[config.mk]
export PLATFORM = sky130hd
export DESIGN_NAME = tone_decoder
export DESIGN_NICKNAME = d
export VERILOG_FILES = /design/src/rtl/tone_decoder.sv
export SDC_FILE = /design/constraint.sdc
export NUM_CORES = 1
export LEC_CHECK = 0
export ABC_AREA = 1
export CAP_MARGIN = 20
export CORE_UTILIZATION = 65
export CTS_BUF_LIST = sky130_fd_sc_hd__clkbuf_8
export DETAILED_ROUTE_END_ITERATION = 12
export PLACE_DENSITY = 0.95
export SLEW_MARGIN = 30
export SYNTH_ARGS = -nofsm -noshare
export SYNTH_HDL_FRONTEND = slang
export SYNTH_SLANG_ARGS = --single-unit
[constraint.sdc]
create_clock -name clk -period 5.83 [get_ports clk]
set_input_delay 1.166 -clock clk [delete_from_list [all_inputs] [get_ports clk]]
set_output_delay 1.166 -clock clk [all_outputs]
set_load 0.02 [all_outputs]
[src/rtl/tone_decoder.sv]
// Measures the period of a square-wave tone and reports which of C4..G4 it is,
// with a lock filter so a note only changes after repeated agreeing periods.
module tone_decoder #(
    parameter int CLK_MHZ  = 100,
    parameter int W        = 20,
    parameter int HALF_C4  = 1911,
    parameter int HALF_D4  = 1703,
    parameter int HALF_E4  = 1517,
    parameter int HALF_F4  = 1432,
    parameter int HALF_G4  = 1276,
    parameter int TOL      = 4000,
    parameter int LOCK_CNT = 3,
    parameter int TIMEOUT  = 1000000
) (
    input  logic         clk,
    input  logic         rst_n,
    input  logic         tone_in,
    output logic [4:0]   note,
    output logic [2:0]   note_code,
    output logic         note_valid,
    output logic [W-1:0] period,
    output logic         period_valid
);

    localparam logic [W-1:0]        NOM_C4  = W'(2 * (CLK_MHZ * HALF_C4 + 1));
    localparam logic [W-1:0]        NOM_D4  = W'(2 * (CLK_MHZ * HALF_D4 + 1));
    localparam logic [W-1:0]        NOM_E4  = W'(2 * (CLK_MHZ * HALF_E4 + 1));
    localparam logic [W-1:0]        NOM_F4  = W'(2 * (CLK_MHZ * HALF_F4 + 1));
    localparam logic [W-1:0]        NOM_G4  = W'(2 * (CLK_MHZ * HALF_G4 + 1));
    localparam logic [W-1:0]        TO_LAST = W'(TIMEOUT - 1);
    localparam logic signed [W:0]   TOL_S   = (W+1)'(TOL);
    localparam logic [2:0]          LOCK_N  = 3'(LOCK_CNT);

    typedef enum logic {
        S_IDLE,
        S_MEAS
    } state_t;

    function automatic logic in_window(input logic [W-1:0] p, input logic [W-1:0] nom);
        logic signed [W:0] d;
        d = $signed({1'b0, p}) - $signed({1'b0, nom});
        if (d[W]) d = -d;
        return (d <= TOL_S);
    endfunction

    // Lower codes are tested first so overlapping windows resolve to the lower note.
    function automatic logic [2:0] classify(input logic [W-1:0] p);
        if (in_window(p, NOM_C4)) return 3'd1;
        if (in_window(p, NOM_D4)) return 3'd2;
        if (in_window(p, NOM_E4)) return 3'd3;
        if (in_window(p, NOM_F4)) return 3'd4;
        if (in_window(p, NOM_G4)) return 3'd5;
        return 3'd0;
    endfunction

    state_t         r_state;
    state_t         w_state_nxt;
    logic           r_sync_p0;
    logic           r_sync_p1;
    logic           r_dly_p2;
    logic           w_edge;
    logic           w_meas_edge;
    logic           w_timeout;
    logic [W-1:0]   r_cnt;
    logic [W-1:0]   w_meas;
    logic [2:0]     w_cls;
    logic [W-1:0]   r_period_p3;
    logic           r_vld_p3;
    logic [2:0]     r_code;
    logic [2:0]     r_cand;
    logic [2:0]     r_ccnt;
    logic [2:0]     w_ccnt_inc;
    logic [4:0]     w_note;

    // stage p0..p2: two-flop synchronizer plus delayed copy for rising-edge detect
    always_ff @(posedge clk or negedge rst_n) begin
        if (!rst_n) begin
            r_sync_p0 <= 1'b0;
            r_sync_p1 <= 1'b0;
            r_dly_p2  <= 1'b0;
        end else begin
            r_sync_p0 <= tone_in;
            r_sync_p1 <= r_sync_p0;
            r_dly_p2  <= r_sync_p1;
        end
    end

    assign w_edge     = r_sync_p1 & ~r_dly_p2;
    assign w_meas     = r_cnt + W'(1);
    assign w_cls      = classify(w_meas);
    assign w_ccnt_inc = r_ccnt + 3'd1;

    always_ff @(posedge clk or negedge rst_n) begin
        if (!rst_n) r_state <= S_IDLE;
        else        r_state <= w_state_nxt;
    end

    always_comb begin
        w_state_nxt = r_state;
        w_meas_edge = 1'b0;
        w_timeout   = 1'b0;
        case (r_state)
            S_IDLE: begin
                if (w_edge) w_state_nxt = S_MEAS;
            end
            S_MEAS: begin
                if (w_edge) begin
                    w_meas_edge = 1'b1;
                end else if (r_cnt == TO_LAST) begin
                    w_timeout   = 1'b1;
                    w_state_nxt = S_IDLE;
                end
            end
            default: w_state_nxt = S_IDLE;
        endcase
    end

    always_ff @(posedge clk or negedge rst_n) begin
        if (!rst_n)
            r_cnt <= '0;
        else if (r_state == S_MEAS && !w_edge && !w_timeout)
            r_cnt <= r_cnt + W'(1);
        else
            r_cnt <= '0;
    end

    // stage p3: registered period and note update, both visible the cycle after the edge
    always_ff @(posedge clk or negedge rst_n) begin
        if (!rst_n) begin
            r_period_p3 <= '0;
            r_vld_p3    <= 1'b0;
        end else begin
            r_vld_p3 <= w_meas_edge;
            if (w_meas_edge) r_period_p3 <= w_meas;
        end
    end

    always_ff @(posedge clk or negedge rst_n) begin
        if (!rst_n) begin
            r_code <= 3'd0;
            r_cand <= 3'd0;
            r_ccnt <= 3'd0;
        end else if (w_timeout) begin
            r_code <= 3'd0;
            r_cand <= 3'd0;
            r_ccnt <= 3'd0;
        end else if (w_meas_edge) begin
            if (w_cls == r_code) begin
                r_ccnt <= 3'd0;
            end else if (w_cls == r_cand) begin
                if (w_ccnt_inc == LOCK_N) begin
                    r_code <= w_cls;
                    r_ccnt <= 3'd0;
                end else begin
                    r_ccnt <= w_ccnt_inc;
                end
            end else begin
                r_cand <= w_cls;
                r_ccnt <= 3'd1;
                if (LOCK_N == 3'd1) r_code <= w_cls;
            end
        end
    end

    always_comb begin
        w_note = 5'b00000;
        case (r_code)
            3'd1:    w_note = 5'b00001;
            3'd2:    w_note = 5'b00010;
            3'd3:    w_note = 5'b00100;
            3'd4:    w_note = 5'b01000;
            3'd5:    w_note = 5'b10000;
            default: w_note = 5'b00000;
        endcase
    end

    assign note         = w_note;
    assign note_code    = r_code;
    assign note_valid   = |w_note;
    assign period       = r_period_p3;
    assign period_valid = r_vld_p3;

endmodule

==> results of run 1 <==
==> layout by cell type (no fill, tap or decap), drive strengths merged <==
cell	instances
ha	8
xor2	21
dfrtp	54
o211ai	1
clkinv	4
nor2	192
buf	4
or3	1
nand2	626
o22ai	1
xnor2	3
and3	1
or2	1
o21bai	3
clkbuf	5
nor4	4
a21oi	13
nand4	35
clkdlybuf4s50	31
nor3	7
nand3	170
nand3b	13
clkinvlp	1
inv	129
o21ai	51
==> worst register-to-register path, cell delays in order (launching register included) <==
cell and delay, ns:
dfrtp_1 0.50, ha_1 0.34, nand2_1 0.19, nand2_2 0.19
ha_1 0.23, nand3_1 0.14, nor2_1 0.18, nand2_1 0.13
nand2_1 0.26, nand2_1 0.13, nor2_1 0.32, nand2_1 0.18
nor2_1 0.15, nand3_1 0.11, nand3b_1 0.11, nand2_1 0.05
nor2_1 0.08, nand2_1 0.06, nor2_1 0.13, nand3_2 0.17
nand2_2 0.16, nand2_1 0.06, nand2_1 0.09, nand4_1 0.24
nand3_1 0.20, nand2_1 0.08
==> flip-flops by register name (all words and copies together) (netlist names) <==
name and count:
period_valid 1, period 20, note_code 3, r_ccnt 3, r_sync_p1 1, r_dly_p2 1
r_cnt 20, r_state 1, r_cand 3, r_sync_p0 1
==> power breakdown <==
group	internal [mW]	switching [mW]
logic	0.162	0.394
registers	0.398	0.0262
clock network	0.0809	0.119
total	0.641	0.539
==> cells by family (layout without fill, tap and decap cells) <==
logic type                 Yosys count  in the layout  synth area share
AOI/OAI and AO/OA                   69             69            0.0512
xor gates and xnor gates            24             24            0.0304
adders and majority gates            8              8            0.0135
buffers and inverters              159            174            0.0900
DFF                                 54             54             0.182
and+or+nand+nor                   1050           1050             0.633
==> metrics by stage <==
stage / cells / util / hold WS (ns) / setup WS [ns]
3_5_place_dp: 1512 / 0.706 / 0.362 / 1.42
3_3_place_gp: 1512 / 0.706 / 0.335 / 1.58
2_1_floorplan: 1364 / - / 0.331 / 2.26
6_report: 1519 / 0.714 / 0.381 / 1.24
5_1_grt: 1519 / 0.714 / 0.379 / 0.861
4_1_cts: 1519 / 0.714 / 0.382 / 1.40
==> routing by layer <==
metal / track usage / vias to the layer above / wire (µm)
met5: 0 / - / 0
met4: 0.199 / 0 / 993
met3: 0.0430 / 78 / 1880
met2: 0.642 / 428 / 10100
met1: 0.482 / 3915 / 8780
li1: - / 4353 / -
==> area by class of cell <==
type	instances	area, µm²
multi-input cells	1151	5390
fillers	924	3140
flip-flops and latches	54	1350
inverters	132	503
repair buffers	35	338
well taps	140	175
clock buffers	5	68.8
clock inverters	2	11.3
==> final timing paths <==
kind,start,to,slack (ns),cells after the start
min in group asynchronous,rst_n,period[17],0.95,2
hold reg to reg,r_sync_p0,r_sync_p1,0.38,0
setup reg to reg,r_cnt[0],r_ccnt[1],1.24,25
hold / removal,r_sync_p0,r_sync_p1,0.38,0
setup / recovery,r_cnt[0],r_ccnt[1],1.24,25
max in group asynchronous,rst_n,period[7],4.44,2
==> key figures, run 1 <==
Placed design
  • IO Port Bufs: 32
  • Cell Area, Placed: between 7000 and 8000 µm²
  • Hpwl dp: 16.6 mm
  • GPL Wtd Cong: a little under 1

Worst setup path
  • CP Class: reg -> reg
  • Critical Path End Type: register
  • Biggest cell delay along the critical path: 0.50 ns
  • Crit path DAT: 4.78 ns
  • Worst Path Buf+Inv: 0
  • CP required: approximately 6 ns
  • Startpoint types: register
  • Max Fanout on Critical Path: 9
  • CP most frequent cell: nand2_1
  • Top cell family by delay on the critical path: simple AND/OR/NAND/NOR gates
  • Slowest CP cell: dfrtp_1

GRT
  • Vias in the first global route: between 7000 and 8000
  • First-pass GRT wire length: 35.9 mm
  • Initial antenna violation count: 0
  • Gr usage total: 0.382
  • Gr ovfl total: 0
  • Largest net degree at the start of global routing: 55

Synthesis
  • Most common flop cell mapped by yosys: dfrtp_1
  • Share of the synthesized area in the top cell type: 0.288
  • Cell Area, Synth: ~7400 µm²
  • Largest cells by area after synthesis: nand2_1 29%, dfrtp_1 18%, nand3_1 11%
  • Synth Instances: between 1000 and 1500
  • Mapped Nets: approximately 1400
  • Syn Area/Cell: 5.43 µm²
  • EDFF count, synth: 0
  • Most frequent cells after synthesis: 569 x nand2_1, 165 x nor2_1, 163 x nand3_1
  • Top-count cell post-synth: nand2_1
  • Seq/Total Area, Yosys: 0.182
  • Unique masters post-synth: 38
  • Synth Register Bits: 54
  • Warnings from Yosys: 0
  • Ys async rst share: 1.00
  • Area leader, netlist: nand2_1

Pwr
  • PD cells: roughly 150 nW/µm²
  • Max VDD drop: between 0.2 and 0.3 mV
  • LEAKAGE: 4.40 nW
  • Total power: ~1.2 mW

Floorplanning
  • Die footprint: between 10000 and 15000 µm²
  • Boundary pin count: 33
  • Site Rows: 38
  • CORE AREA: approximately 11000 µm²
  • Initial core utilization: 0.675
  • Die height: 109 µm
  • Die width: approximately 110 µm

Clock network
  • Post-CTS setup buffers: 0
  • CTS tree: yes
  • Root Driver: clkbuf_8
  • H-tree Lvls: 2
  • Resized cells post-CTS: 0
  • Hold-fix buffers, CTS: 0
  • Maximum clock path buffer count: 2
  • Clk_lat worst skew: approximately 0.31 ns
  • Reg clk slew, reported paths: roughly 0.09 ns
  • Clock Sinks: 54
  • Inserted Clock Buffers: 5

Drt
  • Antenna-violating nets left: 0
  • Total Wirelength: approximately 22 mm
  • Via density: slightly below 6
  • DR iter-0 viols: 926
  • Pre-antenna DRT Iters: 6
  • Drt wl/cell: 14.3 µm
  • Via count: 8774
  • DR DRC count: 0

Cells and area
  • Diode count: 0
  • Synth-to-layout area growth: 5.79%
  • Final nets: roughly 1400
  • Final Cell Area: ~7800 µm²
  • Fraction of layout cells with a size suffix above 1: 0.0957

Timing
  • Period minus WS final: 4.59 ns
  • Final period utilization: 0.787
  • Worst-margin pin slew: 0.773 ns
  • RSZ-0062 raised after global routing: no
  • Clock skew: 0.00623 ns
  • Slew Limit Fails: 0
  • Fmax: between 200 and 250 MHz
  • Finish-stage setup viols: 0
  • Final hold violation count: 0
  • Max transition margin: 0.483
  • Setup TNS: 0 ns

Run
  • MaxCap Viol Count: 0

Worst hold path
  • Min-Delay Path Class: reg -> reg

Outcome
  • Outcome: complete, no violations
Power figures use the tool's default switching activity.
==> run 2: changes to the inputs <==
Settings changed: CORE_UTILIZATION 65 to 58, PLACE_DENSITY 0.95 to 0.9.
Clock period 5.83 ns to 3.9 ns, I/O delays scaled along.
==> run 2 against run 1 <==
Net effect:
- the run now fails in 5_1_grt
- area after synthesis is the same
- synthesized cell count unchanged
==> key figures, run 2 <==
Synthesis
  • Mux contribution to synthesized area: 0 (unchanged)
  • Post-synthesis adder-cell area fraction: 0.0135 (unchanged)
  • EDFF count, synth: 0 (unchanged)
  • Warnings from Yosys: 0 (unchanged)
  • Share of the synthesized area in the top cell type: 0.288 (unchanged)
  • Largest cells by area after synthesis: nand2_1 29%, dfrtp_1 18%, nand3_1 11% (unchanged)
  • Post-synthesis xor/xnor area fraction: 0.0304 (unchanged)
  • Complex-gate fraction of the synthesized area: 0.0512 (unchanged)
  • Synth Instances: 1364 (unchanged)
  • Most common flop cell mapped by yosys: dfrtp_1 (unchanged)
  • Post-Synth Simple-Gate Area: 0.633 (unchanged)
  • Seq/Total Area, Yosys: 0.182 (unchanged)
  • Synth Register Bits: 54 (unchanged)
  • Mapped Nets: 1375 (unchanged)
  • Cell Area, Synth: 7410 µm² (unchanged)
  • Syn Area/Cell: 5.43 µm² (unchanged)
  • Ys async rst share: 1.00 (unchanged)
  • Top-count cell post-synth: nand2_1 (unchanged)
  • Largest family of logic cells by synthesized area: simple AND/OR/NAND/NOR gates (unchanged)
  • Most frequent cells after synthesis: 569 x nand2_1, 165 x nor2_1, 163 x nand3_1 (unchanged)
  • Area leader, netlist: nand2_1 (unchanged)
  • Unique masters post-synth: 38 (unchanged)

Clock network
  • Inserted Clock Buffers: 5 (unchanged)
  • Clock Sinks: 54 (unchanged)
  • H-tree Lvls: 2 (unchanged)
  • Root Driver: clkbuf_8 (unchanged)
  • Maximum clock path buffer count: 2 (unchanged)
  • Hold-fix buffers, CTS: 0 (unchanged)

Placed design
  • Cell Area, Placed: 8390 µm² (was 7760 µm²)
  • Hpwl dp: 18.1 mm (was 16.6 mm)
  • GPL Wtd Cong: 1.05 (was 0.992)
  • IO Port Bufs: 32 (unchanged)

Floorplanning
  • Die height: 115 µm (was 109 µm)
  • Boundary pin count: 33 (unchanged)
  • Initial core utilization: 0.607 (was 0.675)
  • Site Rows: 40 (was 38)
  • Die width: 115 µm (was 109 µm)

Timing
  • Worst-path end type: sequential cell input
  • Worst Endpoint after GRT Repair: note_code[0]$_DFFE_PN0P_/D

GRT
  • Gr usage total: 0.631
  • Largest net degree at the start of global routing: 43
  • Gr ovfl total: 17

Outcome
  • Failing step: 5_1_grt
  • Err: [ERROR GRT-0232] Routing congestion too high. Check the congestion heatmap in the GUI.
  • Outcome: stopped before the end (was complete, no violations)
-- run 2: cell counts after synthesis --
Identical to the previous run, type by type.
-- run 2: repair_timing --
action / in CTS
buffers inserted: 0
endpoints found under the setup margin: 9
resized for setup: 14
pin swaps: 1
-- run 2: metal layers --
layer / GRT overflow / global-route usage
met5: 0 / 0.0630
met4: 9 / 0.581
met3: 2 / 0.413
met2: 6 / 0.844
met1: 0 / 0.661
-- run 2: logic make-up after synthesis --
family / count (synthesis)
adder cells (fa/ha/maj): 8
buffers and inverters: 159
flip-flops: 54
AO/OA/AOI/OAI: 69
XOR/XNOR: 24
AND/OR/NAND/NOR: 1050
-- run 2: through the flow --
stage,instances,worst slack (ns)
floorplan,1364,0.325
global placement,1618,0.0473
detailed placement,1618,-0.0975
CTS,1626,0.000892
==> run 3: changes to the inputs <==
Settings changed: CORE_UTILIZATION 58 to 40, CTS_BUF_LIST sky130_fd_sc_hd__clkbuf_8 to unset, PLACE_DENSITY 0.9 to unset, PLACE_DENSITY_LB_ADDON set to 0.15.
Clock period 3.9 ns to 5.05 ns, I/O delays scaled along.
==> run 3 against run 2 <==
Net effect:
- the run now ends clean
==> key figures, run 3 (synthesis gave the netlist of run 1 again) <==
Worst setup path
  • R2R setup slack: ~0.52 ns
  • Critical Path End Type: register
  • Max Fanout on Critical Path: 19
  • Critical R2R Launch: r_cnt[0]
  • Slowest CP cell: dfrtp_1
  • CP Class: reg -> reg
  • Biggest cell delay along the critical path: 0.50 ns
  • Worst r2r path cells: 28
  • Crit path DAT: about 4.7 ns
  • CP required: approximately 5.2 ns
  • Beginning of the critical path: r_cnt[0]
  • CP most frequent cell: nand2_1
  • Startpoint types: register

GRT
  • First-pass GRT wire length: approximately 37 mm
  • Gr ovfl total: 0
  • Vias in the first global route: 7493
  • Initial antenna violation count: 0
  • Largest net degree at the start of global routing: 55
  • Gr usage total: 0.241

Drt
  • Via density: 5.20
  • DR DRC count: 0
  • Antenna-violating nets left: 0
  • DR iter-0 viols: roughly 680
  • Total Wirelength: approximately 23 mm
  • Drt wl/cell: 14.2 µm
  • Pre-antenna DRT Iters: 6
  • Via count: ~8400

Cells and area
  • Commonest non-fill, non-tap cell in the layout: nand2_1
  • Area of the multi-input gates: 5390 µm²
  • Final nets: 1399
  • Seq. cell area: approximately 1400 µm²
  • Fraction of layout cells with a size suffix above 1: 0.102
  • Final Cell Area: 8070 µm²
  • Most frequent cells in the layout: 569 x nand2_1, 165 x nor2_1, 163 x nand3_1, 103 x inv_1, 54 x dfrtp_1
  • Fill cell count: roughly 2000
  • Diode count: 0
  • Synth-to-layout area growth: 8.97%

Timing
  • Final period utilization: 0.896
  • Worst-margin pin slew: between 0.8 and 0.9 ns
  • Setup TNS: 0 ns
  • Finish-stage setup viols: 0
  • RSZ-0062 raised after global routing: no
  • Clock skew: roughly 0.0085 ns
  • Final hold violation count: 0
  • Max transition margin: 0.464
  • WHS: roughly 0.36 ns
  • Worst setup margin: roughly 0.52 ns
  • Slew Limit Fails: 0
  • Period minus WS final: roughly 4.5 ns
  • Fmax: around 220 MHz

Floorplanning
  • Die width: 138 µm (was 115 µm)
  • Initial core utilization: 0.410 (was 0.607)
  • Site Rows: 49 (was 40)
  • CORE AREA: approximately 18000 µm²
  • Boundary pin count: 33 (unchanged)
  • Die footprint: 19100 µm²
  • Die height: 138 µm (was 115 µm)

Worst hold path
  • Hold depth: 0
  • Hold path start: r_sync_p0
  • Min-Delay Path Class: reg -> reg

Placed design
  • Hpwl dp: 18.3 mm (was 18.1 mm)
  • Place WS: 0.603 ns (was -0.0975 ns)
  • GPL Wtd Cong: 0.935 (was 1.05)
  • IO Port Bufs: 32 (unchanged)
  • Cell Area, Placed: 7940 µm² (was 8390 µm²)

Clock network
  • Maximum clock path buffer count: 2 (unchanged)
  • Post-CTS setup buffers: 0 (unchanged)
  • Root Driver: clkbuf_16 (was clkbuf_8)
  • Inserted Clock Buffers: 5 (unchanged)
  • Clock Sinks: 54 (unchanged)
  • H-tree Lvls: 2 (unchanged)
  • Reg clk slew, reported paths: 0.07 ns
  • Hold-fix buffers, CTS: 0 (unchanged)
  • CTS tree: yes
  • Resized cells post-CTS: 0 (was 14)
  • Clk_lat worst skew: ~0.29 ns

Run
  • MaxCap Viol Count: 0

Outcome
  • Outcome: complete, no violations (was stopped before the end)

Pwr
  • PD cells: 179 nW/µm²
  • LEAKAGE: about 4.5 nW
  • Max VDD drop: approximately 0.34 mV
  • Total power: 1.44 mW
==> run 3: layout make-up <==
type                            instances  area share
Inverter                              132      0.0623
Multi-Input combinational cell       1151       0.668
Tap cell                              229      0.0355
Clock inverter                          1    0.000930
Timing Repair Buffer                   44      0.0502
Clock buffer                            6      0.0160
Sequential cell                        54       0.167
==> run 3: layer usage <==
| metal | vias up | routed length, µm | track usage | share of wire |
|---|---|---|---|---|
| met1 | 3783 | 10800 | 0.333 | 0.47 |
| met4 | 0 | 423 | 0.0668 | 0.018 |
| li1 | 4370 | - | - | - |
| met5 | - | 0 | 0 | 0 |
| met3 | 28 | 1230 | 0.0180 | 0.054 |
| met2 | 232 | 10500 | 0.404 | 0.46 |
==> run 3: final timing paths <==
kind	end
worst max-delay path	r_cand[1]
min in group asynchronous	note_code[0]
max in group asynchronous	period[8]
worst min-delay path	r_sync_p1
worst min register to register	r_sync_p1
worst max register to register	r_cand[1]
==> run 3: worst max-delay path: cells and delay by family (launching register included) <==
kind	cells	cell delay, ns
buf+inv	3	0.49
simple gates	22	2.77
fa+ha+maj	1	0.33
flops	1	0.50
compound gates	1	0.12
xor+xnor	1	0.18
==> run 3: where the power goes <==
part	internal (mW)	switching, mW
clock	0.181	0.144
combinational	0.187	0.444
sequential	0.460	0.0273
==> run 3: metrics by stage <==
step | std cells | util
2_1_floorplan | 1364 | -
3_3_place_gp | 1610 | 0.439
3_5_place_dp | 1610 | 0.439
4_1_cts | 1617 | 0.446
5_1_grt | 1617 | 0.446
6_report | 1617 | 0.446
